## config.mk

```make
export PLATFORM = sky130hd
export DESIGN_NAME = pc_redirect_ctrl_flat
export DESIGN_NICKNAME = d
export VERILOG_FILES = /design/src/rtl/pc_redirect_ctrl_if.sv /design/src/rtl/pc_redirect_ctrl.sv /design/src/flat_wrapper.sv
export SDC_FILE = /design/constraint.sdc
export NUM_CORES = 1
export LEC_CHECK = 0
export ABC_AREA = 0
export CORE_ASPECT_RATIO = 0.6
export CORE_UTILIZATION = 42
export CTS_CLUSTER_SIZE = 28
export DETAILED_ROUTE_END_ITERATION = 7
export GPL_TIMING_DRIVEN = 0
export PLACE_DENSITY = 0.87
export SLEW_MARGIN = 25
export SYNTH_ARGS = -nofsm -noshare
export SYNTH_HDL_FRONTEND = slang
export SYNTH_SLANG_ARGS = --single-unit
```

## constraint.sdc

```tcl
create_clock -name clk -period 5.2 [get_ports clk]
set_input_delay 0.78 -clock clk [delete_from_list [all_inputs] [get_ports clk]]
set_output_delay 0.78 -clock clk [all_outputs]
set_load 0.02 [all_outputs]
```

## src/rtl/pc_redirect_ctrl_if.sv

```systemverilog
// Redirect bundle between execute/exception sources, fetch and the redirect sequencer.
// master = requesters/fetch side, slave = pc_redirect_ctrl.
interface pc_redirect_ctrl_if #(
    parameter int ADDR_W = 32
);
    logic              trap_enable;
    logic [ADDR_W-1:0] trap_handler_addr;
    logic              xret_enable;
    logic [ADDR_W-1:0] epc_value;
    logic              ex_redirect_en;
    logic [ADDR_W-1:0] ex_redirect_addr;
    logic              imem_req_fire;
    logic              imem_resp_fire;
    logic              fetch_ready;
    logic              flush;
    logic              fetch_stall;
    logic              discard_resp;
    logic              pc_load_en;
    logic [ADDR_W-1:0] pc_load_addr;
    logic              redirect_busy;
    logic [1:0]        redirect_src;

    modport master (
        output trap_enable, trap_handler_addr, xret_enable, epc_value,
               ex_redirect_en, ex_redirect_addr, imem_req_fire, imem_resp_fire, fetch_ready,
        input  flush, fetch_stall, discard_resp, pc_load_en, pc_load_addr,
               redirect_busy, redirect_src
    );

    modport slave (
        input  trap_enable, trap_handler_addr, xret_enable, epc_value,
               ex_redirect_en, ex_redirect_addr, imem_req_fire, imem_resp_fire, fetch_ready,
        output flush, fetch_stall, discard_resp, pc_load_en, pc_load_addr,
               redirect_busy, redirect_src
    );
endinterface

```

## src/rtl/pc_redirect_ctrl.sv

```systemverilog
// PC redirect sequencer: trap > xret > ex arbitration, flush, drain in-flight imem, then load fetch PC.
// Latency: request to pc_load_en is 3 cycles minimum (longer while imem responses are outstanding).
// Backpressure: pc_load_en/pc_load_addr held until fetch_ready; REDIRECT_PERF_EN adds perf counters.
module pc_redirect_ctrl #(
    parameter int ADDR_W          = 32,
    parameter int MAX_OUTSTANDING = 4
) (
    input  logic                clk,
    input  logic                nrst,
    pc_redirect_ctrl_if.slave   rif
`ifdef REDIRECT_PERF_EN
    ,
    output logic [31:0]         perf_redirect_cnt,
    output logic [31:0]         perf_stall_cycles
`endif
);
    localparam int CNT_W = $clog2(MAX_OUTSTANDING + 1);
    localparam logic [CNT_W-1:0] MAX_CNT = CNT_W'(MAX_OUTSTANDING);

    typedef enum logic [1:0] {IDLE, FLUSH, DRAIN, ISSUE} state_t;

    state_t            state_q, state_d;
    logic [CNT_W-1:0]  outst_q, outst_d;
    logic [ADDR_W-1:0] addr_q, addr_d;
    logic [1:0]        src_q, src_d;
    logic [1:0]        req_src;
    logic [ADDR_W-1:0] req_addr;

    // Source encoding doubles as priority: a larger code preempts a smaller one.
    always_comb begin
        req_src  = 2'd0;
        req_addr = '0;
        if (rif.trap_enable) begin
            req_src  = 2'd3;
            req_addr = rif.trap_handler_addr;
        end else if (rif.xret_enable) begin
            req_src  = 2'd2;
            req_addr = rif.epc_value;
        end else if (rif.ex_redirect_en) begin
            req_src  = 2'd1;
            req_addr = rif.ex_redirect_addr;
        end
    end

    always_comb begin
        outst_d = outst_q;
        if (rif.imem_req_fire && !rif.imem_resp_fire && outst_q != MAX_CNT)
            outst_d = outst_q + 1'b1;
        else if (rif.imem_resp_fire && !rif.imem_req_fire && outst_q != '0)
            outst_d = outst_q - 1'b1;
    end

    always_comb begin
        state_d = state_q;
        addr_d  = addr_q;
        src_d   = src_q;
        case (state_q)
            IDLE:  state_d = IDLE;
            FLUSH: state_d = DRAIN;
            DRAIN: if (outst_d == '0) state_d = ISSUE;
            ISSUE: begin
                if (rif.fetch_ready) begin
                    state_d = IDLE;
                    src_d   = 2'd0;
                end
            end
            default: state_d = IDLE;
        endcase
        // src_q is 0 in IDLE, so any request starts a redirect; while busy only a
        // strictly higher-priority source restarts, including in the handshake cycle.
        if (req_src > src_q) begin
            addr_d  = req_addr;
            src_d   = req_src;
            state_d = FLUSH;
        end
    end

    always_ff @(posedge clk or negedge nrst) begin
        if (!nrst) begin
            state_q <= IDLE;
            outst_q <= '0;
            addr_q  <= '0;
            src_q   <= 2'd0;
        end else begin
            state_q <= state_d;
            outst_q <= outst_d;
            addr_q  <= addr_d;
            src_q   <= src_d;
        end
    end

    assign rif.flush         = (state_q == FLUSH);
    assign rif.fetch_stall   = (state_q != IDLE);
    assign rif.discard_resp  = (state_q == FLUSH) || (state_q == DRAIN);
    assign rif.pc_load_en    = (state_q == ISSUE);
    assign rif.pc_load_addr  = (state_q == ISSUE) ? addr_q : '0;
    assign rif.redirect_busy = (state_q != IDLE);
    assign rif.redirect_src  = src_q;

`ifdef REDIRECT_PERF_EN
    always_ff @(posedge clk or negedge nrst) begin
        if (!nrst) begin
            perf_redirect_cnt <= '0;
            perf_stall_cycles <= '0;
        end else begin
            if (state_q == ISSUE && rif.fetch_ready)
                perf_redirect_cnt <= perf_redirect_cnt + 32'd1;
            if (state_q != IDLE)
                perf_stall_cycles <= perf_stall_cycles + 32'd1;
        end
    end
`endif
endmodule
```

## src/flat_wrapper.sv

```systemverilog
// flat-port wrapper written by rule: the top's interface ports become plain ports
module pc_redirect_ctrl_flat 
#(
    parameter int ADDR_W          = 32,
    parameter int MAX_OUTSTANDING = 4
)
  (clk, nrst, rif_trap_enable, rif_trap_handler_addr, rif_xret_enable, rif_epc_value, rif_ex_redirect_en, rif_ex_redirect_addr, rif_imem_req_fire, rif_imem_resp_fire, rif_fetch_ready, rif_flush, rif_fetch_stall, rif_discard_resp, rif_pc_load_en, rif_pc_load_addr, rif_redirect_busy, rif_redirect_src);
  pc_redirect_ctrl_if #(.ADDR_W(ADDR_W)) rif_i ();
  input  logic clk;
  input  logic nrst;
  input wire logic [$bits(rif_i.trap_enable)-1:0] rif_trap_enable;
  input wire logic [$bits(rif_i.trap_handler_addr)-1:0] rif_trap_handler_addr;
  input wire logic [$bits(rif_i.xret_enable)-1:0] rif_xret_enable;
  input wire logic [$bits(rif_i.epc_value)-1:0] rif_epc_value;
  input wire logic [$bits(rif_i.ex_redirect_en)-1:0] rif_ex_redirect_en;
  input wire logic [$bits(rif_i.ex_redirect_addr)-1:0] rif_ex_redirect_addr;
  input wire logic [$bits(rif_i.imem_req_fire)-1:0] rif_imem_req_fire;
  input wire logic [$bits(rif_i.imem_resp_fire)-1:0] rif_imem_resp_fire;
  input wire logic [$bits(rif_i.fetch_ready)-1:0] rif_fetch_ready;
  output wire logic [$bits(rif_i.flush)-1:0] rif_flush;
  output wire logic [$bits(rif_i.fetch_stall)-1:0] rif_fetch_stall;
  output wire logic [$bits(rif_i.discard_resp)-1:0] rif_discard_resp;
  output wire logic [$bits(rif_i.pc_load_en)-1:0] rif_pc_load_en;
  output wire logic [$bits(rif_i.pc_load_addr)-1:0] rif_pc_load_addr;
  output wire logic [$bits(rif_i.redirect_busy)-1:0] rif_redirect_busy;
  output wire logic [$bits(rif_i.redirect_src)-1:0] rif_redirect_src;
  assign rif_i.trap_enable = rif_trap_enable;
  assign rif_i.trap_handler_addr = rif_trap_handler_addr;
  assign rif_i.xret_enable = rif_xret_enable;
  assign rif_i.epc_value = rif_epc_value;
  assign rif_i.ex_redirect_en = rif_ex_redirect_en;
  assign rif_i.ex_redirect_addr = rif_ex_redirect_addr;
  assign rif_i.imem_req_fire = rif_imem_req_fire;
  assign rif_i.imem_resp_fire = rif_imem_resp_fire;
  assign rif_i.fetch_ready = rif_fetch_ready;
  assign rif_flush = rif_i.flush;
  assign rif_fetch_stall = rif_i.fetch_stall;
  assign rif_discard_resp = rif_i.discard_resp;
  assign rif_pc_load_en = rif_i.pc_load_en;
  assign rif_pc_load_addr = rif_i.pc_load_addr;
  assign rif_redirect_busy = rif_i.redirect_busy;
  assign rif_redirect_src = rif_i.redirect_src;
  pc_redirect_ctrl #(.ADDR_W(ADDR_W), .MAX_OUTSTANDING(MAX_OUTSTANDING)) u_core (.clk(clk), .nrst(nrst), .rif(rif_i));
endmodule
```

==> results.json <==
{
  "power.internal_mw": 1.00,
  "dr.pass1.iters": 4,
  "min_period_ns": 3.34,
  "port-buffer-count": 138,
  "ant_nets": 0,
  "relSlewSlack_pct": 54.4,
  "whs_ns": 0.445,
  "pwr-share-clk_pct": 13.3,
  "cap_viol_max_count": 0,
  "clock-sinks": 39,
  "grt_pass1_wl_um": 13100,
  "die_x_um": 102,
  "synth.distinct_cells": 34,
  "rsz0062_at_grt": "false",
  "initial_core_util_pct": 44.5,
  "grt_pass1_vias": 2853,
  "ctsHoldBuffers": 0,
  "setup_viol": 0,
  "place.gp.congestion": 0.887,
  "crit_path_max_incr_delay_ns": 0.47,
  "cp_cell_sequence": "clkdlybuf4s50_1 > nor2b_1 > clkbuf_1 > clkbuf_1 > nor2_1 > ha_1 > nand2_1 > o21ai_1 > clkbuf_1 > o21ai_0",
  "cts_resized": 0,
  "cts_root_buf": "clkbuf_8",
  "power_mw": 1.76,
  "tightest_slew_ns": 0.679,
  "slew_viol_final": 0,
  "grt-ovfl-total": 0,
  "p_leak_nw": 1.69,
  "combPwrFrac_pct": 57.1,
  "worstPathMaxFanout": 10,
  "sequential_cell_area_um2": 976,
  "io_pins": 143,
  "hold_class": "input pin to async pin",
  "finClkSkew_ns": 0.00378,
  "yosysSeqAreaShare_pct": 38.4,
  "dr_total_vias": 2895,
  "place_ws_ns": 1.62,
  "layout.nets": 580,
  "wl_um": 8360,
  "routedWlPerCell_um": 15.3,
  "setup_slack_ns": 1.86,
  "clk_latency_ns": 0.30,
  "drt_iter0_drc": 141,
  "antenna_found_initial": 0,
  "syn_inst": 321,
  "syn_area_per_cell_um2": 7.91,
  "crit_top_cell": "clkbuf_1",
  "cp_slowest_cell": "clkdlybuf4s50_1",
  "status": "complete, no violations",
  "core_region_area_um2": 5700,
  "die_height_um": 62.2,
  "critPathBufInv": 4,
  "end_kind": "flip-flop",
  "hpwlAfterDp_um": 6660,
  "ys_warn_count": 0,
  "period_share_pct": 64.2,
  "p_sw_uw": 752,
  "crit_type": "input pin to flip-flop",
  "cp.arrival_ns": 3.49,
  "ys_ff_latch": 39,
  "grt_max_degree": 21,
  "path_clk_slew_ns": 0.08,
  "startpoint_type": "input pin",
  "swShare_pct": 42.8,
  "drive_above_1_share_pct": 4.06,
  "path_delay_family": "buffers and inverters",
  "num-fill-cells": 450,
  "timing.fmax_mhz": 300,
  "via_per_inst": 5.28,
  "final_util_pct": 72.7,
  "numCtsBuffers": 5,
  "multi_input_area_um2": 1400,
  "grt_usage_pct": 26.8,
  "drc_errors": 0,
  "seqPwrFrac_pct": 29.6,
  "clockBufferDepth": 2,
  "synth_area_um2": 2540,
  "syn_nets": 434,
  "cts_tree": "built",
  "fin_tns_setup_ns": 0,
  "powerDensity_nw_per_um2": 423,
  "hold_violations": 0,
  "ir_drop_uv": 167,
  "postCtsSetupRepairBufs": 0,
  "area_delta_synth_final_pct": 63.3,
  "rows": 21,
  "htreeDepth": 2,
  "die_area_um2": 6370,
  "insertedDiodeCount": 0,
  "worst-endpoint-required_ns": 5.35
}
[cell usage after synthesis]
cell type  number  share of area [%]
or4b_4          1               0.54
a211o_2         1               0.39
a32oi_1         1               0.34
buf_6           1               0.44
nor2_1         35                5.2
nor4bb_1        1               0.39
nor4b_1         1               0.34
or4_1           2               0.59
nand3b_1        2               0.59
buf_4           1               0.30
buf_2           2               0.39
a31oi_1         1               0.25
o21a_1          1               0.30
o211ai_1        1               0.30
a21oi_1        34                6.7
clkbuf_1       25                3.7
ha_1            9                4.4
or3b_2          1               0.34
xor2_1          1               0.34
o21ai_1         1               0.20
nor3b_1         1               0.30
a311oi_1        1               0.34
dfrtp_1        39                 38
nand2_1        37                5.5
xnor2_1         3                1.0
o2111ai_1       1               0.34
nor2b_1         3               0.74
a22oi_1        32                9.5
inv_1          10                1.5
o221a_2         1               0.44
and2_1         32                7.9
o21ai_0        35                6.9
nand3_1         3               0.59
nor2b_4         1               0.54
[worst reg2reg max path: stages, from the launching register on]
cell	delay, ns
dfrtp_1	0.39
inv_1	0.11
ha_1	0.26
nor4b_1	0.09
o21a_1	0.22
or4b_4	0.55
or4_1	0.42
o211ai_1	0.13
[per-stage QoR]
stage / area, um2 / std cells
3_5_place_dp: 4040 / 540
6_report: 4150 / 548
3_3_place_gp: 4020 / 539
5_1_grt: 4150 / 548
4_1_cts: 4150 / 548
2_1_floorplan: 2540 / 321
[worst paths after layout]
kind                                     from  depth (start not counted)  slack, ns           endpoint
max                        rif_ex_redirect_en                         10       1.86   u_core.addr_q[6]
min                                      nrst                          1       0.45  u_core.state_q[0]
max reg2reg                 u_core.outst_q[0]                          7       2.93  u_core.state_q[0]
min reg2reg                 u_core.addr_q[26]                          2       0.48  u_core.addr_q[26]
max in group asynchronous                nrst                          2       4.27  u_core.addr_q[14]
min in group clk            u_core.addr_q[26]                          2       0.48  u_core.addr_q[26]
[area by class of cell]
class | instances | share of cell area, %
inverters | 10 | 0.905
clock inverters | 1 | 0.181
repair buffers | 139 | 33.8
clock buffers | 7 | 2.32
flip-flops and latches | 39 | 23.5
plain buffers | 29 | 2.96
well taps | 80 | 2.41
multi-input cells | 243 | 33.8
[registers in the layout (all words and copies together) (netlist names)]
register / flops
u_core.addr_q: 32
u_core.outst_q: 3
u_core.rif.redirect_src: 2
u_core.state_q: 2
[metal layers]
metal | GRT usage (%) | vias up | routed length, um
li1 | - | 1396 | -
met1 | 33.5 | 1360 | 3550
met2 | 44.4 | 121 | 3840
met3 | 8.45 | 18 | 810
met4 | 7.50 | 0 | 153
met5 | 0 | - | 0
[power groups by stage]
stage,combinational (mW),clock [mW],sequential (mW)
final,1.00,0.233,0.519
after detailed placement,0.995,0,0.525
after floorplan,0.594,0,0.514
after global placement,0.956,0,0.516
after CTS,0.999,0.234,0.519
after global routing,1.11,0.247,0.537
[logic make-up (layout without fill, tap and decap cells)]
kind of cell	Yosys count	after routing	synth area share, %
simple gates	120	120	23.5
compound gates	110	110	26.0
flops	39	39	38.4
xor+xnor	4	4	1.38
buf+inv	39	186	6.31
fa+ha+maj	9	9	4.43
[placed cells by master, fill, tap and decap left out, types with 7 or more instances in the layout]
master,n
inv_1,10
clkdlybuf4s50_1,137
dfrtp_1,39
and2_1,32
clkbuf_8,7
a21oi_1,34
nand2_1,37
a22oi_1,32
nor2_1,35
o21ai_0,35
clkbuf_1,25
ha_1,9
No activity file was read; power rests on OpenSTA's default activity.
